$ cat config.mk
export PLATFORM = sky130hd
export DESIGN_NAME = branch_sched
export DESIGN_NICKNAME = d
export VERILOG_FILES = /design/src/rtl/branch_sched.sv
export SDC_FILE = /design/constraint.sdc
export NUM_CORES = 1
export LEC_CHECK = 0
export CORE_UTILIZATION = 30
export DETAILED_ROUTE_END_ITERATION = 10
export MAX_ROUTING_LAYER = met4
export SLEW_MARGIN = 15
export SYNTH_ARGS = -nofsm -noshare
export SYNTH_HDL_FRONTEND = slang
export SYNTH_SLANG_ARGS = --single-unit
$ cat constraint.sdc
create_clock -name clk -period 13 [get_ports clk]
set_input_delay 3.9 -clock clk [delete_from_list [all_inputs] [get_ports clk]]
set_output_delay 3.9 -clock clk [all_outputs]
set_load 0.01 [all_outputs]
$ cat src/rtl/branch_sched.sv
// Age-ordered branch/jump issue scheduler: collapsing queue of NQ entries (slot 0 oldest),
// issues the oldest operand-complete op per cycle and drops ops squashed by commit_kill.
module branch_sched #(
  parameter int NQ         = 4,
  parameter int LNQ        = 2,
  parameter int NCOMMIT    = 32,
  parameter int LNCOMMIT   = 5,
  parameter int CNTRL_SIZE = 7
) (
  input  logic                  clk,
  input  logic                  reset,
  input  logic                  in_valid,
  output logic                  in_ready,
  input  logic [LNCOMMIT-1:0]   in_rd,
  input  logic                  in_makes_rd,
  input  logic [CNTRL_SIZE-1:0] in_control,
  input  logic                  in_dep1_valid,
  input  logic [LNCOMMIT-1:0]   in_dep1,
  input  logic                  in_dep2_valid,
  input  logic [LNCOMMIT-1:0]   in_dep2,
  input  logic [NCOMMIT-1:0]    commit_done,
  input  logic [NCOMMIT-1:0]    commit_kill,
  output logic                  br_enable,
  output logic [LNCOMMIT-1:0]   br_rd,
  output logic                  br_makes_rd,
  output logic [CNTRL_SIZE-1:0] br_control,
  output logic [LNQ:0]          count,
  output logic                  empty
);

  logic [NQ-1:0]                 valid_q, valid_d;
  logic [NQ-1:0][LNCOMMIT-1:0]   rd_q, rd_d;
  logic [NQ-1:0]                 mk_q, mk_d;
  logic [NQ-1:0][CNTRL_SIZE-1:0] ctl_q, ctl_d;
  logic [NQ-1:0]                 d1v_q, d1v_d;
  logic [NQ-1:0][LNCOMMIT-1:0]   d1_q, d1_d;
  logic [NQ-1:0]                 d2v_q, d2v_d;
  logic [NQ-1:0][LNCOMMIT-1:0]   d2_q, d2_d;
  logic [LNQ:0]                  count_q, count_d;

  logic                  br_enable_q;
  logic [LNCOMMIT-1:0]   br_rd_q;
  logic                  br_makes_rd_q;
  logic [CNTRL_SIZE-1:0] br_control_q;

  logic [NQ-1:0]  cand;
  logic [LNQ-1:0] sel;
  logic           issue;
  logic           accept;
  logic [LNQ:0]   k;

  assign in_ready    = (count_q != (LNQ+1)'(NQ));
  assign count       = count_q;
  assign empty       = (count_q == '0);
  assign br_enable   = br_enable_q;
  assign br_rd       = br_rd_q;
  assign br_makes_rd = br_makes_rd_q;
  assign br_control  = br_control_q;

  // Selection ignores kill so a killed oldest slot blocks issue rather than passing it to a younger one.
  always_comb begin
    cand = '0;
    sel  = '0;
    for (int i = 0; i < NQ; i++) begin
      cand[i] = valid_q[i] & (!d1v_q[i] | commit_done[d1_q[i]]) & (!d2v_q[i] | commit_done[d2_q[i]]);
    end
    for (int i = NQ-1; i >= 0; i--) begin
      if (cand[i]) sel = LNQ'(i);
    end
    issue = (|cand) & !commit_kill[rd_q[sel]];
  end

  always_comb begin
    valid_d = '0;
    rd_d    = rd_q;
    mk_d    = mk_q;
    ctl_d   = ctl_q;
    d1v_d   = d1v_q;
    d1_d    = d1_q;
    d2v_d   = d2v_q;
    d2_d    = d2_q;
    k       = '0;
    for (int i = 0; i < NQ; i++) begin
      if (valid_q[i] && !commit_kill[rd_q[i]] && !(issue && sel == LNQ'(i))) begin
        valid_d[k[LNQ-1:0]] = 1'b1;
        rd_d[k[LNQ-1:0]]    = rd_q[i];
        mk_d[k[LNQ-1:0]]    = mk_q[i];
        ctl_d[k[LNQ-1:0]]   = ctl_q[i];
        d1v_d[k[LNQ-1:0]]   = d1v_q[i];
        d1_d[k[LNQ-1:0]]    = d1_q[i];
        d2v_d[k[LNQ-1:0]]   = d2v_q[i];
        d2_d[k[LNQ-1:0]]    = d2_q[i];
        k                   = k + (LNQ+1)'(1);
      end
    end
    // A dependency already satisfied at accept is stored as resolved.
    accept = in_valid & in_ready & !commit_kill[in_rd];
    if (accept) begin
      valid_d[k[LNQ-1:0]] = 1'b1;
      rd_d[k[LNQ-1:0]]    = in_rd;
      mk_d[k[LNQ-1:0]]    = in_makes_rd;
      ctl_d[k[LNQ-1:0]]   = in_control;
      d1v_d[k[LNQ-1:0]]   = in_dep1_valid & !commit_done[in_dep1];
      d1_d[k[LNQ-1:0]]    = in_dep1;
      d2v_d[k[LNQ-1:0]]   = in_dep2_valid & !commit_done[in_dep2];
      d2_d[k[LNQ-1:0]]    = in_dep2;
    end
    count_d = k + (LNQ+1)'(accept);
  end

  always_ff @(posedge clk or negedge reset) begin
    if (!reset) begin
      valid_q       <= '0;
      rd_q          <= '0;
      mk_q          <= '0;
      ctl_q         <= '0;
      d1v_q         <= '0;
      d1_q          <= '0;
      d2v_q         <= '0;
      d2_q          <= '0;
      count_q       <= '0;
      br_enable_q   <= 1'b0;
      br_rd_q       <= '0;
      br_makes_rd_q <= 1'b0;
      br_control_q  <= '0;
    end else begin
      valid_q     <= valid_d;
      rd_q        <= rd_d;
      mk_q        <= mk_d;
      ctl_q       <= ctl_d;
      d1v_q       <= d1v_d;
      d1_q        <= d1_d;
      d2v_q       <= d2v_d;
      d2_q        <= d2_d;
      count_q     <= count_d;
      br_enable_q <= issue;
      if (issue) begin
        br_rd_q       <= rd_q[sel];
        br_makes_rd_q <= mk_q[sel];
        br_control_q  <= ctl_q[sel];
      end
    end
  end

endmodule

==> tab_implementation.tex <==
\begin{tabular}{lr}
\hline
Metric & Value \\
\hline
\multicolumn{2}{l}{\textbf{Timing}} \\
\quad Unrepaired setup endpoints after global routing & no \\
\quad Worst Tran Pin Value & 1.072 ns \\
\quad Rel. slew slack & 0.2830 \\
\quad Peak Freq & 86.80 MHz \\
\quad Tightest hold margin & 0.5063 ns \\
\quad Setup violators final & 0 \\
\quad Final period demand of the worst path & 11.52 ns \\
\quad Maximum clock skew at final layout & 0.01013 ns \\
\quad TNS Setup & 0 ns \\
\quad Number of endpoints with negative hold slack in the final report & 0 \\
\quad Max-slew violations & 0 \\
\quad Portion of the clock cycle consumed by the worst path in the final layout & 0.8862 \\
\multicolumn{2}{l}{\textbf{Finish}} \\
\quad Final \#Nets & 1236 \\
\quad Core utilization of the finished layout & 0.3598 \\
\quad ANT cells & 0 \\
\quad Share of final-layout standard cells stronger than drive strength 1 & 0.2304 \\
\quad Signed area change from the synthesized netlist to the final layout & 18.39\% \\
\multicolumn{2}{l}{\textbf{Power and ir drop}} \\
\quad Worst vdd ir & 0.0001030 V \\
\quad Static leakage & 5.479 nW \\
\quad Post-layout total power & 2.656 mW \\
\quad Fraction of power consumed by sequential logic & 0.281 \\
\quad Fraction of power spent switching nets & 0.4311 \\
\quad Internal power summed over all cells & 1.511 mW \\
\quad Total power divided by cell area & 191.5 mW/mm\^{}2 \\
\quad Part of the total power dissipated in the clock network & 0.184 \\
\quad Relative contribution of combinational cells to total power & 0.535 \\
\quad Power dissipated by switching net loads & 1.145 mW \\
\multicolumn{2}{l}{\textbf{Die}} \\
\quad Number of top-level pins & 111 \\
\quad Height of the die & 199.6 um \\
\quad Die width & 199.6 um \\
\quad Total Die Area & 0.03986 mm\^{}2 \\
\quad Standard-cell row count & 72 \\
\quad Area of the core region & 0.03856 mm\^{}2 \\
\quad Starting density of the core & 0.3039 \\
\multicolumn{2}{l}{\textbf{Status}} \\
\quad Result of the run & finished, final reports clean \\
\multicolumn{2}{l}{\textbf{Clocking}} \\
\quad \# H-tree levels & 4 \\
\quad Worst-case clock buffer depth & 2 \\
\quad Number of buffers inserted by post-CTS setup repair & 0 \\
\quad Clock-pin slew on the worst setup and hold paths & 0.06 ns \\
\quad Clk root buf & sky130\_fd\_sc\_hd\_\_clkbuf\_16 \\
\quad Number of clock buffers inserted by TritonCTS & 17 \\
\quad Gates resized, CTS repair & 0 \\
\quad Hold buffer count at CTS & 0 \\
\quad Clock insertion delay at the later pin of the skew report & 0.44 ns \\
\quad Number of clock sinks & 121 \\
\quad TritonCTS clock tree & yes \\
\multicolumn{2}{l}{\textbf{Place}} \\
\quad Buffers on Ports & 110 \\
\quad Final Wtd Congestion & 0.9236 \\
\quad Estimated wirelength of the detail-placed design & 28960 um \\
\multicolumn{2}{l}{\textbf{Critical path}} \\
\quad Startpoint type of the worst setup path & input port \\
\quad Critical setup path kind & in2reg \\
\quad Highest net fanout along the worst path & 12 \\
\quad Element type at the critical path end & register \\
\quad Required time worst endpoint & 13.37 ns \\
\quad Cell breakdown of the critical path & clkdlybuf4s50\_1 > mux4\_2 > a21oi\_1 > and3\_1 > o21ai\_0 > nand2\_1 > a311oi\_4 > o21a\_1 > mux4\_2 > nand3\_1 > and4\_1 > o21ai\_0 > o21a\_1 > ha\_1 > a2111oi\_2 > a211oi\_4 > inv\_1 > ha\_1 > nand4\_1 > o2bb2ai\_2 > buf\_4 > a21oi\_1 > a222oi\_1 > mux2\_2 \\
\quad Max incr delay on CP & 0.87 ns \\
\quad Worst path top cell family by delay & compound AO/OA/AOI/OAI gates \\
\quad Number of buffers and inverters on the critical path & 3 \\
\quad Worst EP arrival & 11.89 ns \\
\quad Standard cell with the maximum stage delay on the critical path & sky130\_fd\_sc\_hd\_\_clkdlybuf4s50\_1 \\
\multicolumn{2}{l}{\textbf{Global routing}} \\
\quad Residual overflow from global routing & 0 \\
\quad Largest net degree at the start of global routing & 74 \\
\quad Vias in the first global route & 10300 \\
\quad Total track usage & 0.2186 \\
\quad Wire length of the first global-routing pass & 63590 um \\
\quad Number of antenna violations at the first check in global routing & 0 \\
\multicolumn{2}{l}{\textbf{Min path}} \\
\quad Class of the tightest hold or removal check & reg2reg \\
\multicolumn{2}{l}{\textbf{Yosys}} \\
\quad Total standard cell area after synthesis & 0.01172 mm\^{}2 \\
\quad EDFF count, synth & 0 \\
\quad Main synth FF type & sky130\_fd\_sc\_hd\_\_dfrtp\_1 \\
\quad Warnings, synthesis & 0 \\
\quad Seq/Total Area, Yosys & 0.2584 \\
\quad Mapped Nets & 1175 \\
\quad Synth Register Bits & 121 \\
\quad Count of mapped cells out of synthesis & 1072 \\
\quad Syn avg cell area & 10.93 um\^{}2 \\
\quad Cell variety after synth & 76 \\
\quad Share of flip-flops with an asynchronous set or reset after synthesis & 1.000 \\
\multicolumn{2}{l}{\textbf{Routing}} \\
\quad DR vias & 10130 \\
\quad Via/cell ratio & 6.087 \\
\quad Met1 wire length & 18350 um \\
\quad Number of DRC markers after the initial detailed-route iteration & 1133 \\
\quad 1st-pass router iterations & 8 \\
\quad Amount of wire on met3 after detailed routing & 3165 um \\
\quad Antenna-violating nets left & 0 \\
\quad Met2 wire len & 18810 um \\
\quad DRC violation count after routing & 0 \\
\quad Routed length per placed instance & 24.81 um \\
\quad Highest layer used for signal routing & met4 \\
\quad Aggregate routed wire length & 41280 um \\
\multicolumn{2}{l}{\textbf{Flow run}} \\
\quad Number of maximum-capacitance constraint violations & 0 \\
\hline
\end{tabular}
## flip-flops by register name (all words and copies together) (netlist names), 3 cells and up
name / cells
br_control: 7
br_rd: 5
count: 3
ctl_q: 28
d1_q: 20
d1v_q: 4
d2_q: 20
d2v_q: 4
mk_q: 4
rd_q: 20
valid_q: 4
## power by group through the flow
stage	logic (mW)	clock network, mW	registers [mW]
after floorplan	1.12	0	0.607
after global placement	1.39	0	0.749
after detailed placement	1.40	0	0.751
after CTS	1.41	0.495	0.745
after global routing	1.53	0.515	0.775
final	1.42	0.488	0.746
## Yosys cell counts (8+ instances only)
library cell	instances	share of area
sky130_fd_sc_hd__dfrtp_1	121	0.26
sky130_fd_sc_hd__mux2i_1	116	0.099
sky130_fd_sc_hd__mux4_2	112	0.22
sky130_fd_sc_hd__mux2_2	73	0.070
sky130_fd_sc_hd__nand2_1	63	0.020
sky130_fd_sc_hd__inv_1	62	0.020
sky130_fd_sc_hd__mux2_1	55	0.053
sky130_fd_sc_hd__a21oi_1	46	0.020
sky130_fd_sc_hd__clkbuf_1	46	0.015
sky130_fd_sc_hd__nand3_1	42	0.018
sky130_fd_sc_hd__nor2_1	29	0.0093
sky130_fd_sc_hd__o21ai_0	27	0.012
sky130_fd_sc_hd__a222oi_1	23	0.020
sky130_fd_sc_hd__buf_2	20	0.0085
sky130_fd_sc_hd__nor3_1	20	0.0085
sky130_fd_sc_hd__a22oi_1	19	0.012
sky130_fd_sc_hd__and3_1	15	0.0080
sky130_fd_sc_hd__nor2b_1	14	0.0075
sky130_fd_sc_hd__a211oi_1	12	0.0077
sky130_fd_sc_hd__a221oi_1	12	0.0090
sky130_fd_sc_hd__buf_1	10	0.0032
sky130_fd_sc_hd__ha_1	10	0.011
sky130_fd_sc_hd__o211ai_1	10	0.0064
sky130_fd_sc_hd__and2_1	8	0.0043
sky130_fd_sc_hd__o2111ai_1	8	0.0060
## cells in the final DEF, fill, tap and decap left out, types with 20 or more instances in the layout
cell type                         count
sky130_fd_sc_hd__o21ai_0             27
sky130_fd_sc_hd__mux2i_1            116
sky130_fd_sc_hd__inv_1               62
sky130_fd_sc_hd__nand3_1             41
sky130_fd_sc_hd__nor2_1              28
sky130_fd_sc_hd__mux2_1              55
sky130_fd_sc_hd__a21oi_1             45
sky130_fd_sc_hd__nand2_1             63
sky130_fd_sc_hd__mux4_2             112
sky130_fd_sc_hd__nor3_1              20
sky130_fd_sc_hd__dfrtp_1            121
sky130_fd_sc_hd__a222oi_1            23
sky130_fd_sc_hd__clkdlybuf4s50_1    109
sky130_fd_sc_hd__mux2_2              73
## cell families after synthesis
family          count (synthesis)  synth area share
mux                           357            0.4392
simple gates                  220           0.09588
compound gates                210            0.1359
buf+inv                       151           0.05605
flops                         121            0.2584
fa+ha+maj                      11           0.01239
xor+xnor                        2          0.002136
## final cells by class
cell class | count | area (um^2)
Clock buffer | 17 | 425.4
Clock inverter | 15 | 166.4
Fill cell | 3880 | 24680
Inverter | 62 | 232.7
Multi-Input combinational cell | 800 | 8079
Sequential cell | 121 | 3028
Tap cell | 518 | 648.1
Timing Repair Buffer | 131 | 1294
## path summary, 6_finish.rpt
kind	from	end	slack (ns)	cells past startpoint
max in group asynchronous	reset	d2_q[7]$_DFF_PN0_	8.05	2
worst min-delay path	br_rd[1]$_DFFE_PN0P_	br_rd[1]$_DFFE_PN0P_	0.51	1
worst max register to register	d1_q[16]$_DFF_PN0_	d1_q[4]$_DFF_PN0_	4.89	23
min in group asynchronous	reset	br_enable$_DFF_PN0_	3.48	1
worst min register to register	br_rd[1]$_DFFE_PN0P_	br_rd[1]$_DFFE_PN0P_	0.51	1
worst max-delay path	commit_done[18]	d1_q[4]$_DFF_PN0_	1.48	24
## metal layers
| metal | global-route usage | vias to the layer above |
|---|---|---|
| li1 | - | 4361 |
| met1 | 0.3027 | 5165 |
| met2 | 0.3254 | 524 |
| met3 | 0.03325 | 78 |
| met4 | 0.07096 | 0 |
| met5 | - | - |
## metrics by stage
step / cell area (um^2) / instances / worst slack, ns
after global routing: 13870 / 1664 / 1.006
after detailed placement: 13280 / 1632 / 1.124
after floorplan: 11720 / 1072 / 2.777
final: 13870 / 1664 / 1.479
after global placement: 13280 / 1632 / 1.288
after CTS: 13870 / 1664 / 1.546
Note: power is estimated with default switching activity, not from simulation.
